===== src/rtl/mnist_frame_loader_pkg.sv =====
// mnist_frame_loader_pkg: shared widths, frame size defaults and FSM state encoding.
package mnist_frame_loader_pkg;
  localparam int DEF_NUM_PIXELS = 784;
  localparam int DEF_ADDR_W = 10;
  localparam int DEF_DATA_W = 16;
  localparam int PIX_W = 8;
  localparam int PRED_W = 16;
  localparam int RES_W = 4;
  localparam int CNT_W = 16;
  typedef enum logic [1:0] {
    ST_LOAD   = 2'd0,
    ST_START  = 2'd1,
    ST_WAIT   = 2'd2,
    ST_RESULT = 2'd3
  } state_e;
endpackage


===== src/rtl/mnist_frame_loader.sv =====
// mnist_frame_loader: streams one frame of pixels into image memory, starts the network,
// and holds its prediction until the consumer accepts it.
module mnist_frame_loader
  import mnist_frame_loader_pkg::*;
#(
  parameter int NUM_PIXELS = DEF_NUM_PIXELS,
  parameter int ADDR_W = DEF_ADDR_W,
  parameter int DATA_W = DEF_DATA_W,
  parameter int PIX_SHIFT = 0
) (
  input  logic              clk,
  input  logic              rst,
  input  logic [PIX_W-1:0]  s_pixel,
  input  logic              s_valid,
  output logic              s_ready,
  output logic              mem_we,
  output logic [ADDR_W-1:0] mem_addr,
  output logic [DATA_W-1:0] mem_wdata,
  output logic              net_start,
  input  logic              net_done,
  input  logic [PRED_W-1:0] net_prediction,
  output logic [RES_W-1:0]  m_result,
  output logic              m_error,
  output logic              m_valid,
  input  logic              m_ready,
  output logic              busy,
  output logic [CNT_W-1:0]  frame_count
);
  state_e state_q, state_d;
  logic [ADDR_W-1:0] pix_q, pix_d;
  logic [RES_W-1:0] res_q, res_d;
  logic err_q, err_d;
  logic [CNT_W-1:0] cnt_q, cnt_d;
  logic last;
  assign last = pix_q == ADDR_W'(NUM_PIXELS - 1);
  assign s_ready = state_q == ST_LOAD;
  assign mem_we = s_valid && s_ready;
  assign mem_addr = pix_q;
  assign mem_wdata = DATA_W'(s_pixel) << PIX_SHIFT;
  assign net_start = state_q == ST_START;
  assign m_valid = state_q == ST_RESULT;
  assign busy = state_q != ST_LOAD;
  assign m_result = res_q;
  assign m_error = err_q;
  assign frame_count = cnt_q;
  always_comb begin
    state_d = state_q;
    pix_d = pix_q;
    res_d = res_q;
    err_d = err_q;
    cnt_d = cnt_q;
    case (state_q)
      ST_LOAD: if (mem_we) begin
        pix_d = last ? '0 : pix_q + 1'b1;
        state_d = last ? ST_START : ST_LOAD;
      end
      ST_START: state_d = ST_WAIT;
      ST_WAIT: if (net_done) begin
        res_d = net_prediction[RES_W-1:0];
        err_d = net_prediction > PRED_W'(9);
        state_d = ST_RESULT;
      end
      ST_RESULT: if (m_ready) begin
        cnt_d = cnt_q + 1'b1;
        state_d = ST_LOAD;
      end
      default: state_d = ST_LOAD;
    endcase
  end
  always_ff @(posedge clk or posedge rst) begin
    if (rst) begin
      state_q <= ST_LOAD;
      pix_q <= '0;
      res_q <= '0;
      err_q <= 1'b0;
      cnt_q <= '0;
    end else begin
      state_q <= state_d;
      pix_q <= pix_d;
      res_q <= res_d;
      err_q <= err_d;
      cnt_q <= cnt_d;
    end
  end
endmodule


===== config.mk =====
export PLATFORM = sky130hd
export DESIGN_NAME = mnist_frame_loader
export DESIGN_NICKNAME = d
export VERILOG_FILES = /design/src/rtl/mnist_frame_loader_pkg.sv /design/src/rtl/mnist_frame_loader.sv
export SDC_FILE = /design/constraint.sdc
export NUM_CORES = 1
export LEC_CHECK = 0
export CAP_MARGIN = 40
export CELL_PAD_IN_SITES_DETAIL_PLACEMENT = 0
export CELL_PAD_IN_SITES_GLOBAL_PLACEMENT = 2
export CORE_MARGIN = 3
export CORE_UTILIZATION = 24
export CTS_CLUSTER_DIAMETER = 100
export CTS_CLUSTER_SIZE = 8
export DETAILED_ROUTE_END_ITERATION = 10
export PLACE_DENSITY = 0.86
export SLEW_MARGIN = 20
export SYNTH_ARGS = -nofsm -noshare
export SYNTH_HDL_FRONTEND = slang
export SYNTH_SLANG_ARGS = --single-unit

===== constraint.sdc =====
create_clock -name clk -period 1.9 [get_ports clk]
set_input_delay 0.38 -clock clk [delete_from_list [all_inputs] [get_ports clk]]
set_output_delay 0.38 -clock clk [all_outputs]
set_load 0.01 [all_outputs]

# Yosys cells after proc, flatten, opt, wreduce, memory -nomap -nowiden
# Cells that the tools add are included.
[word_totals] regBits=33 in_bits=29 word_cells=28 output_inout_bits=52
[classes] add_sub_neg=2 n_eq_ne=7 n_mux=6 reduce_logical=7 magnitude_cmp=1
[op_table] op="$add A16 B1 Y16 const B" count=1
[op_table] op="$gt A16 B4 Y1 const B" count=1
[op_table] op="$add A10 B1 Y10 const B" count=1
[op_table] op="$eq A10 B10 Y1 const B" count=1
[op_table] op="$mux W10" count=1
[op_table] op="$pmux W2 S4" count=1
[op_table] op="$mux W2" count=3
[op_table] op="$reduce_and A2 Y1" count=3
[op_table] op="$eq A2 B2 Y1 const B" count=2
[op_table] op="$ne A2 B1 Y1 const B" count=2
[op_table] op="$reduce_and A3 Y1" count=1
[op_table] op="$eq A2 B1 Y1 const B" count=1
[op_table] op="$logic_not A2 Y1" count=1
[op_table] op="$ne A2 B2 Y1 const B" count=1
[op_table] op="$reduce_bool A2 Y1" count=1
[op_table] op="$logic_and A1 B1 Y1" count=1
[op_table] op="$mux W1" count=1

# Logic depth before layout (Yosys ltp)
# Gate-level depths: netlist (run 1).
[logic_depth] depth_word=4 depth_mapped=7 depth_no_buf=7

# Least setup slack after synthesis (run 1)
# OpenSTA, ideal clock, no wires.
[synth_timing] path_kind="reg2reg" from="register state_q[0]" to="register pix_q[9] (netlist: mem_addr[9])" slack_ps=223 n_path_buf=0 path_stages_with_launch=7 arrival_ps=1551 path_cell_list="dfrtp_1 > inv_1 > ha_1 > nand2_2 > or4_4 > o211ai_2 > o21ai_1"
[synth_via] elab_chain_len=3
[synth_lines] item="start: declaration" line="mnist_frame_loader.sv:29" text="state_e state_q, state_d;"
[synth_lines] item="start signal: assignment" line="mnist_frame_loader.sv:78" text="state_q <= state_d;"
[synth_lines] item="$logic_not A2 Y1 (*)" line="mnist_frame_loader.sv:36" text="assign s_ready = state_q == ST_LOAD;"
[synth_lines] item="named net s_ready" line="mnist_frame_loader.sv:15" text="output logic s_ready,"
[synth_lines] item="$logic_and A1 B1 Y1" line="mnist_frame_loader.sv:37" text="assign mem_we = s_valid && s_ready;"
[synth_lines] item="$reduce_and A2 Y1 (no line) (*)"
[synth_lines] item="end signal: assignment" line="mnist_frame_loader.sv:79" text="pix_q <= pix_d;"
[synth_lines] item="end: declaration" line="mnist_frame_loader.sv:30" text="logic [ADDR_W-1:0] pix_q, pix_d;"
# The timed path passes the listed nets; every way through them passes the cells marked *.
# A chain may end at the register's enable or synchronous reset.

# Worst setup path after layout (run 1)
[layout_timing] from="register pix_q[5] (netlist: mem_addr[5])" to="output port mem_addr[5]"
[layout_rtl] item="end: declaration" line="mnist_frame_loader.sv:17" text="output logic [ADDR_W-1:0] mem_addr,"
# No word-level cell between the ends.

==> results of run 1 <==
## layer usage
layer	vias up	share of wire, %	track usage [%]
li1	649	-	-
met1	615	46	12.4
met2	43	46	14.9
met3	4	7.3	3.83
met4	0	1.0	3.57
met5	-	0	0
## worst paths after layout
kind                                        startpoint                     endpoint  slack [ns]  cells past startpoint
setup / recovery               mem_addr[5]$_DFFE_PP0P_                  mem_addr[5]        0.17                      1
hold / removal             frame_count[15]$_DFFE_PP0P_  frame_count[15]$_DFFE_PP0P_        0.47                      1
max in group asynchronous                          rst   frame_count[0]$_DFFE_PP0P_        1.09                      3
min in group asynchronous                          rst  frame_count[15]$_DFFE_PP0P_        0.50                      3
setup reg to reg                state_q[1]$_DFFE_PP0P_      mem_addr[9]$_DFFE_PP0P_        0.23                      7
hold reg to reg            frame_count[15]$_DFFE_PP0P_  frame_count[15]$_DFFE_PP0P_        0.47                      1
## layout make-up
type	instances	area, sq um
timing repair buffer	65	626
sequential	33	826
tap	96	120
inverter	10	37.5
fill	700	4410
clock buffer	8	80.1
multi-input combinational	108	773
## synthesized netlist by cell type
| library cell | number |
|---|---|
| nand4_1 | 6 |
| nand2_2 | 1 |
| mux2i_1 | 1 |
| dfrtp_1 | 33 |
| nand3_1 | 6 |
| inv_1 | 10 |
| o21ai_0 | 2 |
| mux2_2 | 5 |
| and4_1 | 1 |
| nand2_1 | 14 |
| a21oi_1 | 2 |
| xnor2_1 | 14 |
| nor4b_2 | 1 |
| nor3b_1 | 1 |
| or4_4 | 1 |
| nand3_2 | 1 |
| o21ai_1 | 1 |
| xor2_1 | 6 |
| nor4_1 | 3 |
| buf_4 | 16 |
| conb_1 | 1 |
| nor3_4 | 1 |
| a222oi_1 | 1 |
| ha_1 | 7 |
| a21o_2 | 1 |
| and3_2 | 1 |
| a21o_1 | 4 |
| a41oi_1 | 1 |
| and2b_2 | 1 |
| nor3_1 | 5 |
| o211ai_2 | 1 |
| nor2_1 | 7 |
| and3_1 | 4 |
## flip-flops by register name, indices dropped and copies added (netlist names)
register and flops:
state_q 2, mem_addr 10, frame_count 16, m_error 1
m_result 4
## logic make-up (layout without fill, tap and decap cells)
| group | Yosys count | after routing | share of synthesized area [%] |
|---|---|---|---|
| buffers and inverters | 26 | 83 | 9.18 |
| flip-flops | 33 | 33 | 48.1 |
| XOR/XNOR | 20 | 20 | 10.2 |
| other | 1 | 8 | 0.218 |
| adder cells (fa/ha/maj) | 7 | 7 | 5.10 |
| AO/OA/AOI/OAI | 13 | 13 | 5.54 |
| AND/OR/NAND/NOR | 54 | 54 | 17.8 |
| multiplexers | 6 | 6 | 3.86 |
## power by group
group / total [mW] / switching, mW / internal (mW)
combinational: 1.07 / 0.452 / 0.613
clock: 0.511 / 0.251 / 0.260
sequential: 1.02 / 0.157 / 0.866
## what timing repair did
item                                    4_1_cts  5_1_grt
pin swaps                                     0        0
hold buffers                                  0        0
endpoints found under the setup margin        5        1
resized for setup                             7        1
setup buffers                                 0        1
## through the flow
stage	area [sq um]	TNS, ns	power (mW)	util, %	cells
CTS	2450	0	2.63	35.7	319
finish	2460	0	2.60	35.8	320
global route	2460	0	2.79	35.8	320
detailed placement	2360	-0.0231	2.12	34.4	311
global placement	2360	-0.0126	2.10	34.4	311
floorplan	1740	0	1.55	-	167
## placed cells by master, fill, tap and decap left out, drive strengths merged, types with 7 or more instances in the layout
cell type      synthesis  final
nand2                 15     15
inv                   10     10
clkbuf                 0      8
nand3                  7      7
dfrtp                 33     33
buf                   16      9
conb                   1      8
xnor2                 14     14
ha                     7      7
nor2                   7      7
clkdlybuf4s50          0     51
==> results.sh, run 1 <==
export IMPL_status="finished, final reports clean"
export IMPL_drc_errors=0
export IMPL_synth_avg_cell_area_sq_um=10.7
export IMPL_power_density_nw_per_um2=1060
export IMPL_grt_pass1_wl_microns=6450
export IMPL_die_height_microns=90.6
export IMPL_syn_area_sq_um=1720
export IMPL_num_vias=1311
export IMPL_synthCells=160
export IMPL_nets=259
export IMPL_die_area_sq_um=8210
export IMPL_cts_tree="built"
export IMPL_clock_root_buffer="clkbuf_8"
export IMPL_post_drt_wl_per_cell_microns=12.0
export IMPL_critPathTopFamily="buffers and inverters"
export IMPL_crit_chain="clkdlybuf4s50_1"
export IMPL_critPathArrivalTime_ns=1.35
export IMPL_fmax_mhz=578
export IMPL_worstSetupPathType="reg -> out"
export IMPL_cts_buffer_depth=2
export IMPL_post_synth_top_area_cell="dfrtp_1"
export IMPL_critPathCaptureType="primary output"
export IMPL_grt_usage_pct=9.74
export IMPL_setup_violations=0
export IMPL_rsz0062_at_grt="false"
export IMPL_io_buffers=56
export IMPL_clk_insertion_delay_late_ns=0.28
export IMPL_area_delta_synth_final_pct=43.3
export IMPL_synth_area_leaders="dfrtp_1 48%, xnor2_1 7.1%, buf_4 7.0%, ha_1 5.1%, mux2_2 3.3%"
export IMPL_maxCapViolCount=0
export IMPL_cp_data_required_time_ns=1.52
export IMPL_gp_congestion=0.720
export IMPL_crit_slowest_cell="clkdlybuf4s50_1"
export IMPL_peakVddDrop_mv=0.286
export IMPL_drive_gt1_share_pct=13.4
export IMPL_first_iter_violations=26
export IMPL_relSlewSlack_pct=65.0
export IMPL_drv_slew=0
export IMPL_routed_wl_microns=3830
export IMPL_dr_pass1_iters=4
export IMPL_grt_pass1_vias=1322
export IMPL_antenna_found_initial=0
export IMPL_grt_max_degree=34
export IMPL_synth_seq_cells=33
export IMPL_pin_count=81
export IMPL_die_width_microns=90.6
export IMPL_cpPeakStageDelay_ns=0.59
export IMPL_holdWs_ns=0.473
export IMPL_path_buf_inv=1
export IMPL_cts_sinks=33
export IMPL_place_ws_ns=-0.0187
export IMPL_start_kind="flop"
export IMPL_synth_cell_types=33
export IMPL_htree_levels=2
export IMPL_num_antenna_cells=0
export IMPL_coreArea_sq_um=6870
export IMPL_finClkSkew_ns=0.00657
export IMPL_leakage_nw=1.13
export IMPL_synth_top_area_share_pct=48.1
export IMPL_path_clk_slew_ns=0.07
export IMPL_ys_seq_area_share_pct=48.1
export IMPL_hp_class="reg -> reg"
export IMPL_cts_made_buffers=5
export IMPL_fin_crit_sh_pct=91.1
export IMPL_final_hold_viol_count=0
export IMPL_final_setup_worst_slack_ns=0.170
export IMPL_viasPerCell=4.10
export IMPL_layout_min_cycle_time_ns=1.73
export IMPL_path_max_fanout=7
export IMPL_grt_ovfl_total=0
export IMPL_tightest_slew_ns=0.526
export IMPL_ant_nets=0
export IMPL_fp_row_count=30
export IMPL_dpl_hpwl_microns=2860
export IMPL_yosys_warnings=0
export IMPL_start_util_pct=25.0
Power figures use the tool's default switching activity.
==> run 2, diff against run 1 <==
- CORE_UTILIZATION: 24 -> 21
- CTS_CLUSTER_DIAMETER: 100 -> unset
- PLACE_DENSITY: 0.86 -> 0.8
- clock period: 1.9 -> 1.45 ns (I/O delays scaled with it)
==> run 2 against run 1 <==
Compared with the run above: the flow now finishes with violations (setup timing); count of clock-buffer cells in the layout is 3 lower; total power increased by 51%; first-iteration DRC count grew 46%; setup slack lost 0.23 ns; worst hold slack lost 0.11 ns; sequential share of layout area decreased by 4.0 points; highest routed layer unchanged.
==> results.sh, run 2 (synthesized netlist as in run 1, its figures left out) <==
export IMPL_status="finished, violations left"
export IMPL_violations="setup timing"
export IMPL_htree_levels=2
export IMPL_power_density_nw_per_um2=1400
export IMPL_nets=283
export IMPL_drv_slew=0
export IMPL_cts_tree="built"
export IMPL_fin_crit_sh_pct=104
export IMPL_p_int_mw=2.60
export IMPL_grt_usage_pct=9.72
export IMPL_final_hold_viol_count=0
export IMPL_fmax_mhz=664
export IMPL_fin_cells=349
export IMPL_start_kind="flop"
export IMPL_grt_pass1_vias=1474
export IMPL_peakVddDrop_mv=0.517
export IMPL_p_clk_share_pct=21.1
export IMPL_grt_ovfl_total=0
export IMPL_largest_reg_flops=16
export IMPL_num_vias=1405
export IMPL_dp_cells=328
export IMPL_comb_power_share_pct=45.5
export IMPL_critPathCaptureType="flop"
export IMPL_ant_nets=0
export IMPL_path_max_fanout=3
export IMPL_antenna_found_initial=0
export IMPL_cts_hold_buf=0
export IMPL_clk_insertion_delay_late_ns=0.28
export IMPL_critPathArrivalTime_ns=1.67
export IMPL_finClkSkew_ns=0.0105
export IMPL_die_width_microns=96.4
export IMPL_p_switching_mw=1.33
export IMPL_dr_pass1_iters=4
export IMPL_layout_min_cycle_time_ns=1.51
export IMPL_final_setup_worst_slack_ns=-0.0570
export IMPL_crit_chain="inv_2 -> ha_4 -> nand2_4 -> buf_6 -> or4_4 -> o211ai_2 -> o21ai_1"
export IMPL_critPathTopFamily="simple AND/OR/NAND/NOR gates"
export IMPL_final_util_pct=35.8
export IMPL_die_height_microns=96.4
export IMPL_viasPerCell=4.03
export IMPL_routed_wl_microns=4330
export IMPL_grt_max_degree=34
export IMPL_pin_count=81
export IMPL_gp_congestion=0.750
export IMPL_grt_pass1_wl_microns=6890
export IMPL_path_clk_slew_ns=0.07
export IMPL_cp_data_required_time_ns=1.62
export IMPL_worstSetupPathType="reg -> reg"
export IMPL_num_antenna_cells=0
export IMPL_hp_class="in -> async"
export IMPL_drc_errors=0
export IMPL_final_cell_mix="31 x dfrtp_1, 31 x dlygate4sd2_1, 25 x buf_4"
export IMPL_path_buf_inv=2
export IMPL_first_iter_violations=38
export IMPL_post_drt_wl_per_cell_microns=12.4
export IMPL_drive_gt1_share_pct=32.8
export IMPL_leakage_nw=1.42
export IMPL_sw_frac_of_total_pct=33.8
export IMPL_cts_sinks=33
export IMPL_area_delta_synth_final_pct=63.4
export IMPL_fp_row_count=32
export IMPL_holdWs_ns=0.361
export IMPL_dpl_hpwl_microns=3080
export IMPL_die_area_sq_um=9300
export IMPL_setup_violations=5
export IMPL_cts_buffer_depth=2
export IMPL_cpPeakStageDelay_ns=0.42
export IMPL_io_buffers=56
export IMPL_rsz0062_at_grt="true"
export IMPL_clock_root_buffer="clkbuf_8"
export IMPL_fillers=803
export IMPL_cts_made_buffers=5
export IMPL_finalSetupTns_ns=-0.136
export IMPL_coreArea_sq_um=7850
export IMPL_start_util_pct=21.9
export IMPL_crit_slowest_cell="or4_4"
export IMPL_maxCapViolCount=0
export IMPL_power_share_sequential_pct=33.3
==> run 2: changes by cell type in the layout (fill, tap and decap cells not counted), moves of 4 or more <==
cell             previous run  this run
clkdlybuf4s50_1            51        20
dlygate4sd2_1               4        31
buf_4                       9        25
buf_6                       0        10
nand2_1                    14         9
nand2_4                     0         4
==> run 2: path summary, 6_finish.rpt <==
check                           cells past startpoint  slack (ns)                   start                          end
min in group clk                                    1        0.47     m_error$_DFFE_PP0P_          m_error$_DFFE_PP0P_
max in group asynchronous                           3        0.89                     rst      mem_addr[4]$_DFFE_PP0P_
worst max register to register                      7       -0.06  state_q[0]$_DFFE_PP0P_      mem_addr[9]$_DFFE_PP0P_
worst max-delay path                                7       -0.06  state_q[0]$_DFFE_PP0P_      mem_addr[9]$_DFFE_PP0P_
worst min-delay path                                3        0.36                     rst  frame_count[11]$_DFFE_PP0P_
worst min register to register                      1        0.47     m_error$_DFFE_PP0P_          m_error$_DFFE_PP0P_
==> run 2: power by group through the flow <==
stage / clock network, mW / registers, mW / logic [mW]
2_1_floorplan: 0 / 1.42 / 0.662
3_3_place_gp: 0 / 1.34 / 1.58
3_5_place_dp: 0 / 1.35 / 1.61
4_1_cts: 0.867 / 1.31 / 1.64
5_1_grt: 0.903 / 1.35 / 1.95
6_report: 0.830 / 1.31 / 1.79
==> run 2: worst min-delay path: stages <==
cell and delay (ns):
clkdlybuf4s50_1 0.40, inv_1 0.09, buf_12 0.22
==> run 2: stage by stage <==
step	setup slack, ns	area (sq um)	total power [mW]
3_3_place_gp	-0.329	2490	2.93
3_5_place_dp	-0.331	2490	2.96
4_1_cts	-0.0935	2700	3.82
6_report	-0.0570	2810	3.93
2_1_floorplan	0.0180	1770	2.08
5_1_grt	-0.0942	2810	4.21
==> run 2: repair_timing <==
action | in CTS | in global routing
pin swaps | 8 | 8
resized for setup | 64 | 26
endpoints found under the setup margin | 55 | 26
setup buffers | 14 | 0
==> run 2: per-layer routing <==
| layer | GRT usage [%] | up-vias | wire length, microns |
|---|---|---|---|
| met3 | 3.18 | 2 | 264 |
| met1 | 12.2 | 667 | 1840 |
| met4 | 3.15 | 0 | 14 |
| li1 | - | 700 | - |
| met5 | 0 | - | 0 |
| met2 | 15.7 | 36 | 2210 |
==> run 2: layout make-up <==
cell class | count | area, sq um | area share, %
Clock buffer | 5 | 68.8 | 2.45
Sequential cell | 33 | 828 | 29.5
Tap cell | 102 | 128 | 4.55
Clock inverter | 2 | 35.0 | 1.25
Multi-Input combinational cell | 108 | 908 | 32.4
Inverter | 10 | 37.5 | 1.34
Timing Repair Buffer | 89 | 802 | 28.6
==> run 3, diff against run 2 <==
- SLEW_MARGIN: 20 -> 0
==> results of run 3 <==
Same layout as run 2: the final DEF is identical, and so are final timing and power.
